## src/rtl/pcq_trace_pkg.sv

```systemverilog
// pcq_trace_pkg: shared definitions for the PC debug trace capture block.
//   - capture FSM state encodings (also driven on cap_state)
//   - coretrace_ctrls bit indices
//   - trace entry layout and width
// Optional build macro: PCQ_TRACE_CAPTURE_TIMESTAMP_EN adds an 8-bit
// timestamp in front of every entry (ENTRY_W 36 -> 44).
package pcq_trace_pkg;

  localparam logic [2:0] ST_IDLE  = 3'b000;
  localparam logic [2:0] ST_ARMED = 3'b001;
  localparam logic [2:0] ST_POST  = 3'b010;
  localparam logic [2:0] ST_DONE  = 3'b011;

  localparam int CT_VALID   = 0;
  localparam int CT_SB_LO   = 1;
  localparam int CT_SB_HI   = 2;
  localparam int CT_EXTSTOP = 3;

  localparam int DATA_W = 32;
  localparam int CTRL_W = 4;

`ifdef PCQ_TRACE_CAPTURE_TIMESTAMP_EN
  localparam int TS_W = 8;
`else
  localparam int TS_W = 0;
`endif

  // Entry layout, index 0 first: [timestamp][ctrls 0:3][data 0:31]
  localparam int ENTRY_W        = TS_W + CTRL_W + DATA_W;
  localparam int ENTRY_CTRL_OFS = TS_W;
  localparam int ENTRY_DATA_OFS = TS_W + CTRL_W;

endpackage

```

## src/rtl/pcq_trace_buf.sv

```systemverilog
// pcq_trace_buf: DEPTH x W trace storage, one write port, one registered
// read port (data appears the cycle after re).
// Ports:
//   clk          clock
//   we/waddr/wdata  write port
//   re/raddr     read request
//   rdata        registered read data
module pcq_trace_buf #(
  parameter int DEPTH = 32,
  parameter int AW    = 5,
  parameter int W     = 36
) (
  input  logic          clk,
  input  logic          we,
  input  logic [AW-1:0] waddr,
  input  logic [0:W-1]  wdata,
  input  logic          re,
  input  logic [AW-1:0] raddr,
  output logic [0:W-1]  rdata
);

  logic [0:W-1] mem [DEPTH];

  always_ff @(posedge clk) begin
    if (we) mem[waddr] <= wdata;
    if (re) rdata <= mem[raddr];
  end

endmodule

```

## src/rtl/pcq_trace_capture.sv

```systemverilog
// pcq_trace_capture: receive endpoint of the PC debug trace bus. Stores valid
// samples in a circular buffer, stops on a data-compare or external-stop
// trigger plus a post-trigger count, then serves entries over rd_req/rd_ack.
// Optional build macro: PCQ_TRACE_CAPTURE_TIMESTAMP_EN (8-bit stamp per entry).
// Ports:
//   nclk, rst            clock, synchronous active-high reset
//   debug_bus_in         trace data word
//   coretrace_ctrls_in   [0]=valid, [1:2]=sideband, [3]=external stop
//   cfg_*                arm/disarm pulses, trigger compare, post count
//   rd_req               read next entry
//   rd_ack/rd_data/rd_last/rd_err  one-cycle read response
//   cap_state/cap_done/cap_wrapped/cap_trig_addr  capture status
//
// state | meaning
// IDLE  | no capture, reads return rd_err
// ARMED | storing valid samples, watching for the trigger
// POST  | storing the post-trigger samples, triggers ignored
// DONE  | capture frozen, buffer readable
module pcq_trace_capture
  import pcq_trace_pkg::*;
#(
  parameter int DEPTH = 32,
  parameter int AW    = 5
) (
  input  logic               nclk,
  input  logic               rst,
  input  logic [0:31]        debug_bus_in,
  input  logic [0:3]         coretrace_ctrls_in,
  input  logic               cfg_arm,
  input  logic               cfg_disarm,
  input  logic [0:31]        cfg_cmp_val,
  input  logic [0:31]        cfg_cmp_mask,
  input  logic               cfg_ext_stop_en,
  input  logic [AW-1:0]      cfg_post_cnt,
  input  logic               rd_req,
  output logic               rd_ack,
  output logic [0:ENTRY_W-1] rd_data,
  output logic               rd_last,
  output logic               rd_err,
  output logic [2:0]         cap_state,
  output logic               cap_done,
  output logic               cap_wrapped,
  output logic [AW-1:0]      cap_trig_addr
);

  logic [2:0]         state, state_nxt;
  logic [AW-1:0]      wptr, wptr_nxt, rptr, post_cnt;
  logic [AW:0]        rd_count;
  logic               wrapped_nxt;
  logic               sample_valid, cmp_hit, trig, capturing, wr_en;
  logic               arm_go, enter_done, rd_ok;
  logic [0:ENTRY_W-1] wr_entry, buf_rdata;

  assign sample_valid = coretrace_ctrls_in[CT_VALID];
  // An all-zero mask would match everything, so it disables the compare.
  assign cmp_hit   = sample_valid && (cfg_cmp_mask != '0) &&
                     (((debug_bus_in ^ cfg_cmp_val) & cfg_cmp_mask) == '0);
  assign trig      = cmp_hit || (cfg_ext_stop_en && coretrace_ctrls_in[CT_EXTSTOP]);
  assign capturing = !cfg_disarm && (state == ST_ARMED || state == ST_POST);
  assign wr_en     = capturing && sample_valid;
  assign arm_go    = !cfg_disarm && cfg_arm && (state == ST_IDLE || state == ST_DONE);

  assign wptr_nxt    = arm_go ? '0 : (wr_en ? wptr + AW'(1) : wptr);
  assign wrapped_nxt = !arm_go && (cap_wrapped || (wr_en && wptr == AW'(DEPTH-1)));
  assign enter_done  = (state != ST_DONE) && (state_nxt == ST_DONE);
  assign rd_ok       = rd_req && (state == ST_DONE) && (rd_count != '0);

  always_comb begin
    state_nxt = state;
    if (cfg_disarm) begin
      state_nxt = ST_IDLE;
    end else begin
      case (state)
        ST_IDLE:  if (cfg_arm) state_nxt = ST_ARMED;
        ST_ARMED: if (trig) state_nxt = (cfg_post_cnt == '0) ? ST_DONE : ST_POST;
        ST_POST:  if (wr_en && post_cnt == AW'(1)) state_nxt = ST_DONE;
        ST_DONE:  if (cfg_arm) state_nxt = ST_ARMED;
        default:  state_nxt = ST_IDLE;
      endcase
    end
  end

  always_ff @(posedge nclk) begin
    if (rst) begin
      state         <= ST_IDLE;
      wptr          <= '0;
      rptr          <= '0;
      post_cnt      <= '0;
      rd_count      <= '0;
      cap_wrapped   <= 1'b0;
      cap_trig_addr <= '0;
      rd_ack        <= 1'b0;
      rd_err        <= 1'b0;
      rd_last       <= 1'b0;
    end else begin
      state       <= state_nxt;
      wptr        <= wptr_nxt;
      cap_wrapped <= wrapped_nxt;

      if (capturing && state == ST_ARMED && trig) begin
        cap_trig_addr <= wptr;
        post_cnt      <= cfg_post_cnt;
      end else if (wr_en && state == ST_POST) begin
        post_cnt <= post_cnt - AW'(1);
      end

      // Once wrapped, the oldest surviving entry sits at the write pointer.
      if (enter_done) begin
        rptr     <= wrapped_nxt ? wptr_nxt : '0;
        rd_count <= wrapped_nxt ? (AW+1)'(DEPTH) : {1'b0, wptr_nxt};
      end else if (rd_ok) begin
        rptr     <= rptr + AW'(1);
        rd_count <= rd_count - (AW+1)'(1);
      end

      rd_ack  <= rd_req;
      rd_err  <= rd_req && !rd_ok;
      rd_last <= rd_ok && (rd_count == (AW+1)'(1));
    end
  end

`ifdef PCQ_TRACE_CAPTURE_TIMESTAMP_EN
  logic [7:0] ts_cnt;

  always_ff @(posedge nclk) begin
    if (rst)                                          ts_cnt <= '0;
    else if (arm_go)                                  ts_cnt <= '0;
    else if (state == ST_ARMED || state == ST_POST)   ts_cnt <= ts_cnt + 8'd1;
  end

  // Stamp counts capture cycles since arm, including the current one.
  assign wr_entry = {ts_cnt + 8'd1, coretrace_ctrls_in, debug_bus_in};
`else
  assign wr_entry = {coretrace_ctrls_in, debug_bus_in};
`endif

  pcq_trace_buf #(.DEPTH(DEPTH), .AW(AW), .W(ENTRY_W)) u_buf (
    .clk   (nclk),
    .we    (wr_en),
    .waddr (wptr),
    .wdata (wr_entry),
    .re    (rd_ok),
    .raddr (rptr),
    .rdata (buf_rdata)
  );

  assign rd_data   = (rd_ack && !rd_err) ? buf_rdata : '0;
  assign cap_state = state;
  assign cap_done  = (state == ST_DONE);

endmodule

```

## config.mk

```make
export PLATFORM = sky130hd
export DESIGN_NAME = pcq_trace_capture
export DESIGN_NICKNAME = d
export VERILOG_FILES = /design/src/rtl/pcq_trace_pkg.sv /design/src/rtl/pcq_trace_buf.sv /design/src/rtl/pcq_trace_capture.sv
export SDC_FILE = /design/constraint.sdc
export NUM_CORES = 1
export LEC_CHECK = 0
export ABC_AREA = 1
export ABC_CLOCK_PERIOD_IN_PS = 4900
export CORE_UTILIZATION = 45
export CTS_BUF_LIST = sky130_fd_sc_hd__clkbuf_16
export DETAILED_ROUTE_END_ITERATION = 6
export GPL_TIMING_DRIVEN = 0
export PLACE_DENSITY_LB_ADDON = 0.05
export SETUP_SLACK_MARGIN = 0.5
export SYNTH_ARGS = -nofsm -noshare
export SYNTH_HDL_FRONTEND = slang
export SYNTH_SLANG_ARGS = --single-unit
export TNS_END_PERCENT = 20
```

## constraint.sdc

```tcl
create_clock -name nclk -period 4.9 [get_ports nclk]
set_clock_uncertainty 0.15 [all_clocks]
set_input_delay 0.735 -clock nclk [delete_from_list [all_inputs] [get_ports nclk]]
set_output_delay 0.735 -clock nclk [all_outputs]
set_load 0.05 [all_outputs]
```

==> results list <==
- Counting instances in the post-synthesis netlist gives the leading cell types as edfxtp_1 (1188), nor2_1 (712), o21ai_0 (589), nand2_1 (292), o22ai_1 (173).
* Number of buffers created by CTS: 133
- Counting distinct cell types in the post-synthesis netlist gives 42.
* Mean routed wirelength per cell: 29.07 µm
* Transition time at the pin with the least slew margin: 1480 ps
- Clk root buf: clkbuf_16
* Max VDD drop: around 360 µV
- Summed over all layers, the routed wires come to approximately 170000 µm.
- After synthesis the cells add up to 48810 µm².
* Count of routing violations after the opening detailed-route iteration: 4488
* Synth warn: 0
- Top cell by count, worst path: clkbuf_1
* Post-cts resize count: 0
* Number of max-slew violations in the final report: 0
- Syn avg cell area: between 10 and 15 µm²
* Pleak: between 0.015 and 0.02 µW
- Mean number of vias per cell: between 5 and 6
* Post-CTS Repair Setup Buffers: 0
- Setup repair after global routing left no endpoint under its margin.
* Power per unit of standard cell area: between 300 and 400 nW/µm²
* Post-synthesis sequential area ratio: approximately three quarters
- Dpl cells: ~5500
* Count of port buffers added during placement: 158
* Number of nets produced by synthesis: ~4000
- Worst min-delay path class: primary input to flip-flop
- The first global-routing pass estimated between 200000 and 250000 µm of wire.
* Core box area: 107400 µm²
* Half-perimeter wire length after placement: 114500 µm
* Share of the clock period used by the worst path: 85.26%
- From synthesis to final layout, the design area changed by 17.60%.
- Initial antenna violation count: 4
- Clock tree from TritonCTS: done
- Run status: finished clean
- Highest cell delay on the worst timing path: between 900 and 1000 ps
- Row Count: 120
- Total routed wire length on the met1 layer: approximately 71000 µm
- Relative slew slack: under 10%
- Clock-pin slew on the worst setup and hold paths: 60 ps
* CTS sink count: about 1200
- In the final layout, flip-flops and latches occupy approximately 36000 µm².
- Maximum buffer depth of the clock tree: 3
* Final setup viols: 0
* Fraction of post-synthesis cell area in the top cell type by area: 73.08%
- Final Hold Violating Endpoints: 0
- Met3 wire len: approximately 14000 µm
- Final Critical Period: 4178 ps
- Number of primary I/O pins: 160
- First-pass iteration count of the detailed router: 6
- Area contributors post-synth: edfxtp_1 (73%), o21ai_0 (6.0%), nor2_1 (5.5%)
* Die W: 331.4 µm
- Broken down by cell family, the worst path's largest delay share belongs to buffers and inverters.
* CTS H-Tree Depth: 4
- Number of synthesized flops with an enable pin: 1188
- Die Footprint: 109800 µm²
- The final layout contains approximately 4300 nets.
- Worst Setup End Kind: flip-flop
- The detail route stage leaves a number of antenna-violating nets equal to 0.
* Total congestion overflow: 0
- Worst path required time: 5220 ps
* Synth Instances: 3836
- Effective utilization at floorplan: around 45%
- Adding up every negative setup slack in the final design gives 0 ps.
- The filler cells instantiated in the layout total 9062.
- The critical path contains buffers and inverters numbering 4 combined.
* Library cell occupying the most area in the post-synthesis netlist: edfxtp_1
- In the final layout, the share of cells above drive strength 1 is 9.078%.
- Measured along the y axis, the die boundary spans roughly 330 µm.
- Among all stages on the critical path, the largest delay is contributed by o211ai_1.
- Max-cap violations in this run came to 0.
- Most frequent cell after synthesis: edfxtp_1
- For this run, the leading register cell type out of synthesis is edfxtp_1.
* Placer Congestion: 0.8668
- Drt drc: 0
- Largest net degree at the start of global routing: between 40 and 50
- Vias after detailed routing: 33691
* Insertion delay of the later-clocked pin in the worst-skew pair: between 700 and 800 ps
- Buffers inserted to repair hold after CTS numbered 0.
- For this run, asynchronously set or reset flops after synthesis account for 0%.
* Crit path kind: flip-flop to flip-flop
* Worst EP arrival: between 4000 and 5000 ps
- Vias in the first global route: 31259
- Met2 wire len: 75220 µm
- The synthesized design contains 1221 register bits.
* Uppermost metal layer occupied by signal nets: met5
- The worst setup path is launched from a flip-flop.
* Worst Path Max Fanout: 10
- Leaving out filler cells and counting taps, the final layout contains 5690.
- Global Route Usage Sum: 29.64%
- FMAX: about 240 MHz
- Total area of multi-input combinational cells: approximately 11000 µm²
- Walking the worst path, the cells encountered are clkinv_1 -> clkbuf_1 -> clkbuf_1 -> o21ai_0 -> o22ai_1 -> o211ai_1 -> nand4_1 -> o21ai_1 -> inv_1.
-- state kept, by name, indices dropped and copies added (netlist names), 3 cells and up --
name	count
cap_state	3
cap_trig_addr	5
u_buf.mem	1152
u_buf.rdata	36
wptr	5
rd_count	6
post_cnt	5
rptr	5
-- worst reg2reg max path: cells and delay by family, from the launching register on --
kind                   cells  cell delay, ps
AND/OR/NAND/NOR            1             240
AO/OA/AOI/OAI              4            1450
flip-flops                 1             440
buffers and inverters      4            1640
-- cell type report --
class	instances	area share (%)
buffer	251	1.927
sequential	1221	63.29
timing repair buffer	212	4.215
antenna	2	0.008718
inverter	167	1.092
tap	1403	3.058
multi-input combinational	2197	19.12
clock inverter	98	1.227
clock buffer	139	6.059
-- per-stage QoR --
step	hold slack (ps)	utilization, %	instance area (µm²)	total power (µW)	setup slack [ps]
global route	280.6	53.47	57400	22060	637.2
finish	301.2	53.48	57410	21600	722.1
detailed placement	329.6	49.57	53210	12100	324.1
CTS	280.1	53.47	57400	21660	687.5
floorplan	304.3	-	48810	11770	417.9
global placement	316.6	48.58	52150	12110	-4715
-- power breakdown --
group | internal [µW] | total, µW | switching, µW
registers | 11400 | 11400 | 1.76
logic | 118 | 426 | 308
clock network | 5630 | 9730 | 4090
-- logic make-up after synthesis --
kind of cell | count (synthesis) | synth area share, %
AO/OA/AOI/OAI | 967 | 11.50
flip-flops | 1221 | 74.43
other | 1 | 0.007682
XOR/XNOR | 12 | 0.2153
AND/OR/NAND/NOR | 1206 | 10.01
buffers and inverters | 418 | 3.550
adder cells (fa/ha/maj) | 11 | 0.2819
-- cell usage in the layout (no fill, tap or decap), drive strengths merged --
cell,Yosys,routed
inv,161,195
a21o,2,2
a31oi,5,5
clkinvlp,0,8
bufinv,0,10
a21oi,11,11
clkinv,6,52
nor2,715,715
nor4,1,1
a41oi,1,1
buf,85,162
o221ai,115,115
dfxtp,33,33
o211ai,31,31
a311o,1,1
nand3b,1,1
nand3,130,130
diode,0,2
nor3,12,12
xor2,12,12
o21ai,625,625
and3,1,1
nand4,43,43
clkdlybuf4s50,0,134
o22ai,173,173
clkbuf,166,306
or2,6,6
nand2,297,297
conb,1,1
o21bai,1,1
edfxtp,1188,1188
a211oi,2,2
ha,11,11
-- routing by layer --
layer	track usage (%)	up-vias
met4	9.639	2
met2	45.56	1705
met3	4.239	228
li1	-	14824
met1	43.50	16932
met5	0	-
-- worst paths after layout --
path	end	slack [ps]	start	cells after the start
worst max-delay path	u_buf.rdata[18]	720	rptr[1]	9
worst min-delay path	u_buf.mem[22][17]	300	debug_bus_in[14]	1
worst max register to register	u_buf.rdata[18]	720	rptr[1]	9
worst min register to register	post_cnt[4]	340	post_cnt[4]	2
Note: power is estimated with default switching activity, not from simulation.
